## src/rtl/fetch_pc_unit.sv

```systemverilog
// Program counter and instruction-fetch stage: issues one fetch at a time, holds the instruction for decode,
// and applies jump/branch redirects. Define FETCH_REDIRECT_CNT_EN to add a saturating redirect counter.
module fetch_pc_unit #(
  parameter int unsigned       ADDR_W   = 20,
  parameter int unsigned       INSTR_W  = 20,
  parameter logic [ADDR_W-1:0] RESET_PC = '0,
  parameter int unsigned       PC_STEP  = 1
) (
  input  logic               clk,
  input  logic               rst,
  input  logic               stall,
  input  logic               branch_taken,
  input  logic [ADDR_W-1:0]  offset_ext,
  input  logic               jump,
  input  logic [ADDR_W-1:0]  jump_target,
  output logic               imem_req,
  output logic [ADDR_W-1:0]  imem_addr,
  input  logic               imem_ready,
  input  logic [INSTR_W-1:0] imem_rdata,
  output logic               instr_valid,
  input  logic               instr_ready,
  output logic [INSTR_W-1:0] instr_out,
  output logic [ADDR_W-1:0]  pc_out
`ifdef FETCH_REDIRECT_CNT_EN
  ,
  output logic [15:0]        redirect_cnt
`endif
);

  typedef enum logic [1:0] {IDLE, REQ, HOLD} state_t;

  state_t              state_q, state_d;
  logic [ADDR_W-1:0]   pc, pc_d;
  logic [ADDR_W-1:0]   last_pc, last_pc_d;
  logic                flush, flush_d;
  logic                imem_req_d;
  logic [ADDR_W-1:0]   imem_addr_d;
  logic                instr_valid_d;
  logic [INSTR_W-1:0]  instr_out_d;
  logic [ADDR_W-1:0]   pc_out_d;

  logic                redir;
  logic                hs;
  logic [ADDR_W-1:0]   branch_base;
  logic [ADDR_W-1:0]   target;

  assign redir = jump | branch_taken;
  assign hs    = (state_q == HOLD) && instr_valid && instr_ready;
  // A branch in the handshake cycle is relative to the instruction being accepted.
  assign branch_base = hs ? pc_out : last_pc;
  assign target      = jump ? jump_target : branch_base + offset_ext;

  always_ff @(posedge clk) begin
    if (rst) begin
      state_q     <= IDLE;
      pc          <= RESET_PC;
      last_pc     <= RESET_PC;
      flush       <= 1'b0;
      imem_req    <= 1'b0;
      imem_addr   <= RESET_PC;
      instr_valid <= 1'b0;
      instr_out   <= '0;
      pc_out      <= RESET_PC;
    end else begin
      state_q     <= state_d;
      pc          <= pc_d;
      last_pc     <= last_pc_d;
      flush       <= flush_d;
      imem_req    <= imem_req_d;
      imem_addr   <= imem_addr_d;
      instr_valid <= instr_valid_d;
      instr_out   <= instr_out_d;
      pc_out      <= pc_out_d;
    end
  end

  always_comb begin
    state_d = state_q;
    unique case (state_q)
      IDLE: if (!redir && !stall) state_d = REQ;
      REQ:  if (imem_ready) state_d = (flush || redir) ? IDLE : HOLD;
      HOLD: if (hs || redir) state_d = IDLE;
      default: state_d = IDLE;
    endcase
  end

  always_comb begin
    pc_d          = pc;
    last_pc_d     = last_pc;
    flush_d       = flush;
    imem_addr_d   = imem_addr;
    instr_out_d   = instr_out;
    pc_out_d      = pc_out;
    imem_req_d    = (state_d == REQ);
    instr_valid_d = (state_d == HOLD);

    if (hs) begin
      last_pc_d = pc_out;
      pc_d      = pc + ADDR_W'(PC_STEP);
    end
    if (redir) pc_d = target;

    if (state_q == REQ) begin
      if (imem_ready)  flush_d = 1'b0;
      else if (redir)  flush_d = 1'b1;
    end

    if (state_q == IDLE && state_d == REQ) imem_addr_d = pc;

    if (state_q == REQ && state_d == HOLD) begin
      instr_out_d = imem_rdata;
      pc_out_d    = pc;
    end
  end

`ifdef FETCH_REDIRECT_CNT_EN
  always_ff @(posedge clk) begin
    if (rst)
      redirect_cnt <= '0;
    else if (redir && redirect_cnt != 16'hFFFF)
      redirect_cnt <= redirect_cnt + 16'd1;
  end
`endif

endmodule
```

## config.mk

```make
export PLATFORM = sky130hd
export DESIGN_NAME = fetch_pc_unit
export DESIGN_NICKNAME = d
export VERILOG_FILES = /design/src/rtl/fetch_pc_unit.sv
export SDC_FILE = /design/constraint.sdc
export NUM_CORES = 1
export LEC_CHECK = 0
export BUFFER_PORTS_ARGS = -buffer_cell sky130_fd_sc_hd__buf_4
export CELL_PAD_IN_SITES_DETAIL_PLACEMENT = 1
export CELL_PAD_IN_SITES_GLOBAL_PLACEMENT = 1
export CORE_UTILIZATION = 42
export CTS_CLUSTER_DIAMETER = 80
export DETAILED_ROUTE_END_ITERATION = 6
export GPL_ROUTABILITY_DRIVEN = 0
export PLACE_DENSITY = 0.83
export SETUP_SLACK_MARGIN = 0.4
export SLEW_MARGIN = 15
export SYNTH_ARGS = -nofsm -noshare
export SYNTH_HDL_FRONTEND = slang
export SYNTH_SLANG_ARGS = --single-unit
```

## constraint.sdc

```tcl
create_clock -name clk -period 5.1 [get_ports clk]
set_input_delay 0.765 -clock clk [delete_from_list [all_inputs] [get_ports clk]]
set_output_delay 0.765 -clock clk [all_outputs]
set_load 0.05 [all_outputs]
```

==> results.md, run 1 <==
- Depth of the worst register-to-register path: 11
- Number of synthesized flops with an enable pin: 0
- Cell Area, Synth: 5353 um^2
- Worst-skew pair later-pin latency: 0.36 ns
- CTS tree: done
- Worst EP arrival: 3.95 ns
- Largest net degree at the start of global routing: 65
- Critical path required time: 5.39 ns
- Bufs on Longest Clock Path: 2
- Share of Yosys cell area claimed by the top area cell type: 0.3927
- Drc violations: 0
- F_max: approximately 270 MHz
- GR Overflow Total: 0
- Antenna Cells: 0
- Yosys reg bits: roughly 110
- IO buf count: ~130
- Die extent in x: 114.9 um
- Row cnt: 40
- Iter 0 DRT Violations: 346
- H-tree levels: 3
- RSZ-0062 raised after global routing: false
- Post-DP HPWL: 12910 um
- Post-DR vias/cell: 5.565
- Seq/Total Area, Yosys: 0.3927
- Ys async rst share: 0
- Layout cells sized above 1: 0.2183
- Status: completed
- Total number of vias: 5142
- Max-Cap Viols: 0
- Min-Delay Endpoint: imem_addr[15]
- Hold_sp: imem_addr[15]
- Initial antenna violation count: 0
- Worst Skew: 0.008432 ns
- Post-Syn Area per Cell: 8.260 um^2
- Syn_nets: 736
- Ranking of synthesized cells by area: dfxtp_1 39%, nand2_1 8.8%, mux2i_1 8.4%
- WL/cell: 18.82 um
- Cell variety after synth: 63
- Initial DRT Pass Iterations: 5
- Remaining antenna violation count after routing: 0
- Synth-to-layout area growth: 25.27%
- Max VDD drop: 0.0001319 V
- Setup_tns: 0 ns
- Final Power: 1.775 mW
- # nets final: 839
- Sinks on Clock Net: 105
- CTS Hold Bufs: 0
- Area leader, netlist: dfxtp_1
- Initial Utilization: 0.4383
- CTS Root Cell: clkbuf_16
- FILL cells: 1520
- Post-CTS Setup Bufs: 0
- DRT Wirelength: 17390 um
- IO Count: 129
- Primary FF master, synth: dfxtp_1
- Count of final hold-check violations: 0
- Reg-to-Reg End: pc[18]
- Resized Gates After CTS: 0
- Post-Place Setup Slack: roughly 1.1 ns
- Leakage: 2.828 nW
- Period utilization: 0.7180
- Setup ws final: 1.438 ns
- Die ar.: 13200 um^2
- Setup violators final: 0
- Reg2Reg Setup Slack: 1.44 ns
- Clock transition at the registers of the reported paths: roughly 0.070 ns
- Global-route wire length before repair: 27670 um
- YS warnings: 0
- Crit end category: flip-flop
- Power per Cell Area: 264.7 nW/um^2
- Vias in the first global route: 5327
- Startpoint Class: flip-flop
- CTS buffer count: 9
- Core Region: between 10000 and 15000 um^2
- Crit path max fanout: 22
- WS Path Type: flip-flop to flip-flop
- Hold Crit Class: flip-flop to flip-flop
- Fin crit period: about 3.7 ns
- Max Slew Vio Count: 0
- Slew HR: 0.2917
- Tightest Pin Transition: between 1 and 1.5 ns
- Hold path depth: 2
- Synth Instances: 648
- Reg-to-Reg Start: state_q[1]
- GRT Total Usage: 0.2752
- Die H: 114.9 um
-- per-layer routing --
layer	up-vias	wire, um	track usage
met3	41	905	0.05166
met1	2469	7499	0.3378
met5	-	0	0
met2	169	8373	0.4570
met4	0	611	0.1489
li1	2463	-	-
-- area by class of cell --
cell class / count / area, um^2 / share of cell area
multi-input cells: 498 / 3067 / 0.4574
flip-flops and latches: 105 / 2102 / 0.3135
repair buffers: 132 / 1003 / 0.1497
clock buffers: 11 / 242.7 / 0.03620
well taps: 168 / 210.2 / 0.03135
clock inverters: 5 / 61.31 / 0.009143
inverters: 5 / 18.77 / 0.002799
-- worst max path at each step --
stage	end	cells past startpoint	slack, ns	start
after floorplan	pc[16]	13	1.64	instr_ready
after global placement	pc[18]	12	1.14	instr_ready
after detailed placement	pc[18]	12	1.07	instr_ready
after CTS	pc[18]	11	1.41	state_q[1]
after global routing	pc[18]	11	1.15	state_q[1]
final	pc[18]	11	1.44	state_q[1]
-- synthesized netlist by cell type, drive strengths merged, types with 2 or more instances --
cell type / count
inv: 5
nor3: 7
or3: 2
a2111oi: 2
xnor2: 19
a222oi: 2
and3: 8
nand2b: 2
dfxtp: 105
ha: 20
nand2: 125
or4: 3
o21ai: 18
or2: 2
nor4: 4
a221oi: 2
xor2: 12
nor2: 65
clkbuf: 28
buf: 12
nand3: 12
nor2b: 4
a21o: 9
o211ai: 5
a31oi: 5
a21oi: 79
and2: 4
a311o: 2
a211oi: 8
nand4: 12
mux2i: 45
-- state kept, by name (all words and copies together) (netlist names) --
name,flops
pc_out,20
last_pc,20
instr_valid,1
pc,20
flush,1
imem_addr,20
state_q,2
instr_out,20
imem_req,1
-- per-stage QoR --
| step | utilization | cells | instance area [um^2] | hold WS (ns) |
|---|---|---|---|---|
| global placement | 0.5242 | 908 | 6401 | 0.4444 |
| floorplan | - | 648 | 5353 | 0.4443 |
| detailed placement | 0.5242 | 908 | 6401 | 0.4486 |
| global route | 0.5491 | 924 | 6705 | 0.4805 |
| CTS | 0.5491 | 924 | 6705 | 0.4587 |
| finish | 0.5491 | 924 | 6705 | 0.4565 |
-- cells in the final DEF (no fill, tap or decap), drive strengths merged, types with 2 or more instances in the layout --
master | synthesis | final
nand3 | 12 | 12
a2111oi | 2 | 2
inv | 5 | 7
dfxtp | 105 | 105
nor3 | 7 | 7
a222oi | 2 | 2
or2 | 2 | 2
o211ai | 5 | 5
mux2i | 45 | 45
nor2 | 65 | 65
a221oi | 2 | 2
a311o | 2 | 2
nand4 | 12 | 12
buf | 12 | 132
o21ai | 18 | 18
xor2 | 12 | 12
a31oi | 5 | 5
and3 | 8 | 8
nand2b | 2 | 2
a211oi | 8 | 8
nor2b | 4 | 4
xnor2 | 19 | 19
or3 | 2 | 2
a21oi | 79 | 79
nor4 | 4 | 4
clkbuf | 28 | 11
a21o | 9 | 9
nand2 | 125 | 125
or4 | 3 | 3
and2 | 4 | 4
clkinv | 0 | 2
ha | 20 | 20
-- cell families (layout without fill, tap and decap cells) --
family	count (synthesis)	in the layout	share of synthesized area
mux	46	46	0.08625
buf+inv	45	153	0.03693
flops	105	105	0.3927
fa+ha+maj	21	21	0.05049
compound gates	146	146	0.1690
simple gates	254	254	0.2139
xor+xnor	31	31	0.05072
-- worst max-delay path, cell delays in order, from the launching register on --
cell	delay [ns]
dfxtp_1	0.44
nand4b_2	0.68
nand2_1	0.32
nand2_1	0.09
ha_1	0.22
fa_1	0.42
a21o_1	0.19
a221o_1	0.37
a21oi_2	0.23
o21ai_2	0.11
or3_1	0.36
a31oi_1	0.16
-- power breakdown --
group | leakage [nW] | switching (mW) | internal, mW
Sequential | 0.852 | 0.0296 | 0.837
Combinational | 1.83 | 0.107 | 0.0801
Clock | 0.151 | 0.324 | 0.398
No activity file was read; power rests on OpenSTA's default activity.
==> inputs of run 2 (changes only) <==
CORE_UTILIZATION = 36   (was 42)
PLACE_DENSITY = 0.75   (was 0.83)
clock period = 3 ns   (was 5.1 ns; I/O delays follow)
==> run 2 against run 1 <==
Fmax increased by 25%. Via count increased by 10%. Clock skew increased by 0.0010 ns. Critical path type unchanged. Cell area increased by 19%. Non-clock buffer count increased by 91. Highest routed layer unchanged.
==> results.md, run 2 (same netlist as run 1, synthesis figures left out) <==
- Seq pwr share: 0.479
- Bufs on Longest Clock Path: 2
- Total number of vias: 5672
- Setup_tns: 0 ns
- Antenna Cells: 0
- Placed cell areas: 7058 um^2
- Die H: 123.9 um
- Tightest Pin Transition: 0.7766 ns
- Worst hold slack: 0.2812 ns
- Slew HR: 0.4812
- F_max: 340.9 MHz
- Max-Cap Viols: 0
- GRT Total Usage: 0.2726
- Setup violators final: 0
- Global-route wire length before repair: 31440 um
- Remaining antenna violation count after routing: 0
- Critical path required time: 3.29 ns
- Count of final hold-check violations: 0
- Max VDD drop: 0.0002972 V
- Worst EP arrival: roughly 3.2 ns
- Layout Cell Area excl Fill: 8011 um^2
- Die extent in x: 123.9 um
- H-tree levels: 3
- CTS Hold Bufs: 0
- Row cnt: 44
- Largest net degree at the start of global routing: between 50 and 60
- Period utilization: 0.9779
- Max Slew Vio Count: 0
- Core Region: about 15000 um^2
- IO buf count: 128
- Hold Crit Class: input port to flip-flop
- Drc violations: 0
- Leakage: 3.404 nW
- Startpoint Class: flip-flop
- Leading cell types in the layout, fill and taps excluded: 208 x buf_4, 102 x dfxtp_1, 99 x nand2_1
- CTS tree: done
- Power per Cell Area: 382.8 nW/um^2
- Iter 0 DRT Violations: 320
- Crit end category: flip-flop
- Layout cells sized above 1: 0.3979
- Die ar.: 15360 um^2
- Fin crit period: 2.934 ns
- # nets final: 930
- Area of the multi-input gates: between 3000 and 4000 um^2
- Sinks on Clock Net: 105
- Setup ws final: 0.06631 ns
- FILL cells: 1695
- Register area: roughly 2100 um^2
- IO Count: 129
- CTS buffer count: 9
- Worst-skew pair later-pin latency: 0.36 ns
- RSZ-0062 raised after global routing: true
- Net Sw Power: 880.9 uW
- CTS Root Cell: clkbuf_16
- Gate power share: 0.129
- Initial DRT Pass Iterations: 5
- Crit path max fanout: 7
- WL/cell: 20.22 um
- Vias in the first global route: 5872
- GR Overflow Total: 0
- Post-DR vias/cell: about 5.5
- WS Path Type: flip-flop to flip-flop
- Commonest non-fill, non-tap cell in the layout: buf_4
- Switching share of power: 0.2872
- Clock Power Share: 0.392
- Design internal power: 2.186 mW
- Synth-to-layout area growth: 49.67%
- Final Power: 3.067 mW
- Status: completed
- Post-Place Setup Slack: -0.1839 ns
- Post-DP HPWL: 14630 um
- Initial antenna violation count: 0
- Worst Skew: 0.009476 ns
- Clock transition at the registers of the reported paths: 0.08 ns
- Initial Utilization: 0.3683
- DRT Wirelength: 20850 um
==> run 2: changes by cell type in the layout (fill, tap and decap cells not counted), sizes merged <==
cell,change
buf,+91
bufinv,-1
clkbuf,-2
clkinv,+1
clkinvlp,+1
inv,+1
==> run 2: routing by layer <==
layer  global-route usage  wire (um)
met1               0.3248       8258
met2               0.4753      10700
met3              0.04304       1063
met4               0.1324        831
met5                    0          0
==> run 2: final cells by class <==
type / count / share of cell area
Multi-Input combinational cell: 498 / 0.4457
Sequential cell: 105 / 0.2632
Clock buffer: 9 / 0.02811
Clock inverter: 7 / 0.009058
Timing Repair Buffer: 223 / 0.2229
Inverter: 5 / 0.002343
Tap cell: 184 / 0.02874
==> run 2: worst max-delay path, stage by stage, from the launching register on <==
cell and delay, ns:
dfxtp_4 0.36, buf_12 0.10, nand4b_4 0.21, nand2_4 0.16, nand2_4 0.06, ha_4 0.16, fa_2 0.34, a21o_1 0.19
a221o_2 0.43, a21oi_4 0.23, o21ai_4 0.09, or3_4 0.36, a31oi_4 0.17
==> run 2: what timing repair did <==
action                     in CTS  in global routing
setup endpoints to repair      16                 16
gates resized for setup        73                 25
setup buffers                  18                  2
pin swaps                      43                 22
gates cloned                    1                  0
==> run 2: worst paths after layout <==
kind                start      endpoint  slack (ns)  cells past startpoint
max reg2reg   instr_valid        pc[18]        0.07                     12
min reg2reg  imem_addr[4]  imem_addr[4]        0.46                      2
max           instr_valid        pc[18]        0.07                     12
min            imem_ready         flush        0.28                      2
==> run 2: per-stage QoR <==
stage                     utilization  cells
after global placement         0.4856    994
after floorplan                     -    648
after global routing           0.5512   1031
after CTS                      0.5409   1029
after detailed placement       0.4856    994
final                          0.5512   1031
==> run 2: power by group through the flow <==
stage | Clock [mW] | Combinational (mW) | Sequential, mW
after floorplan | 0 | 0.167 | 1.51
final | 1.20 | 0.394 | 1.47
after global routing | 1.27 | 0.421 | 1.47
after CTS | 1.22 | 0.374 | 1.47
after detailed placement | 0 | 0.353 | 1.50
after global placement | 0 | 0.342 | 1.50
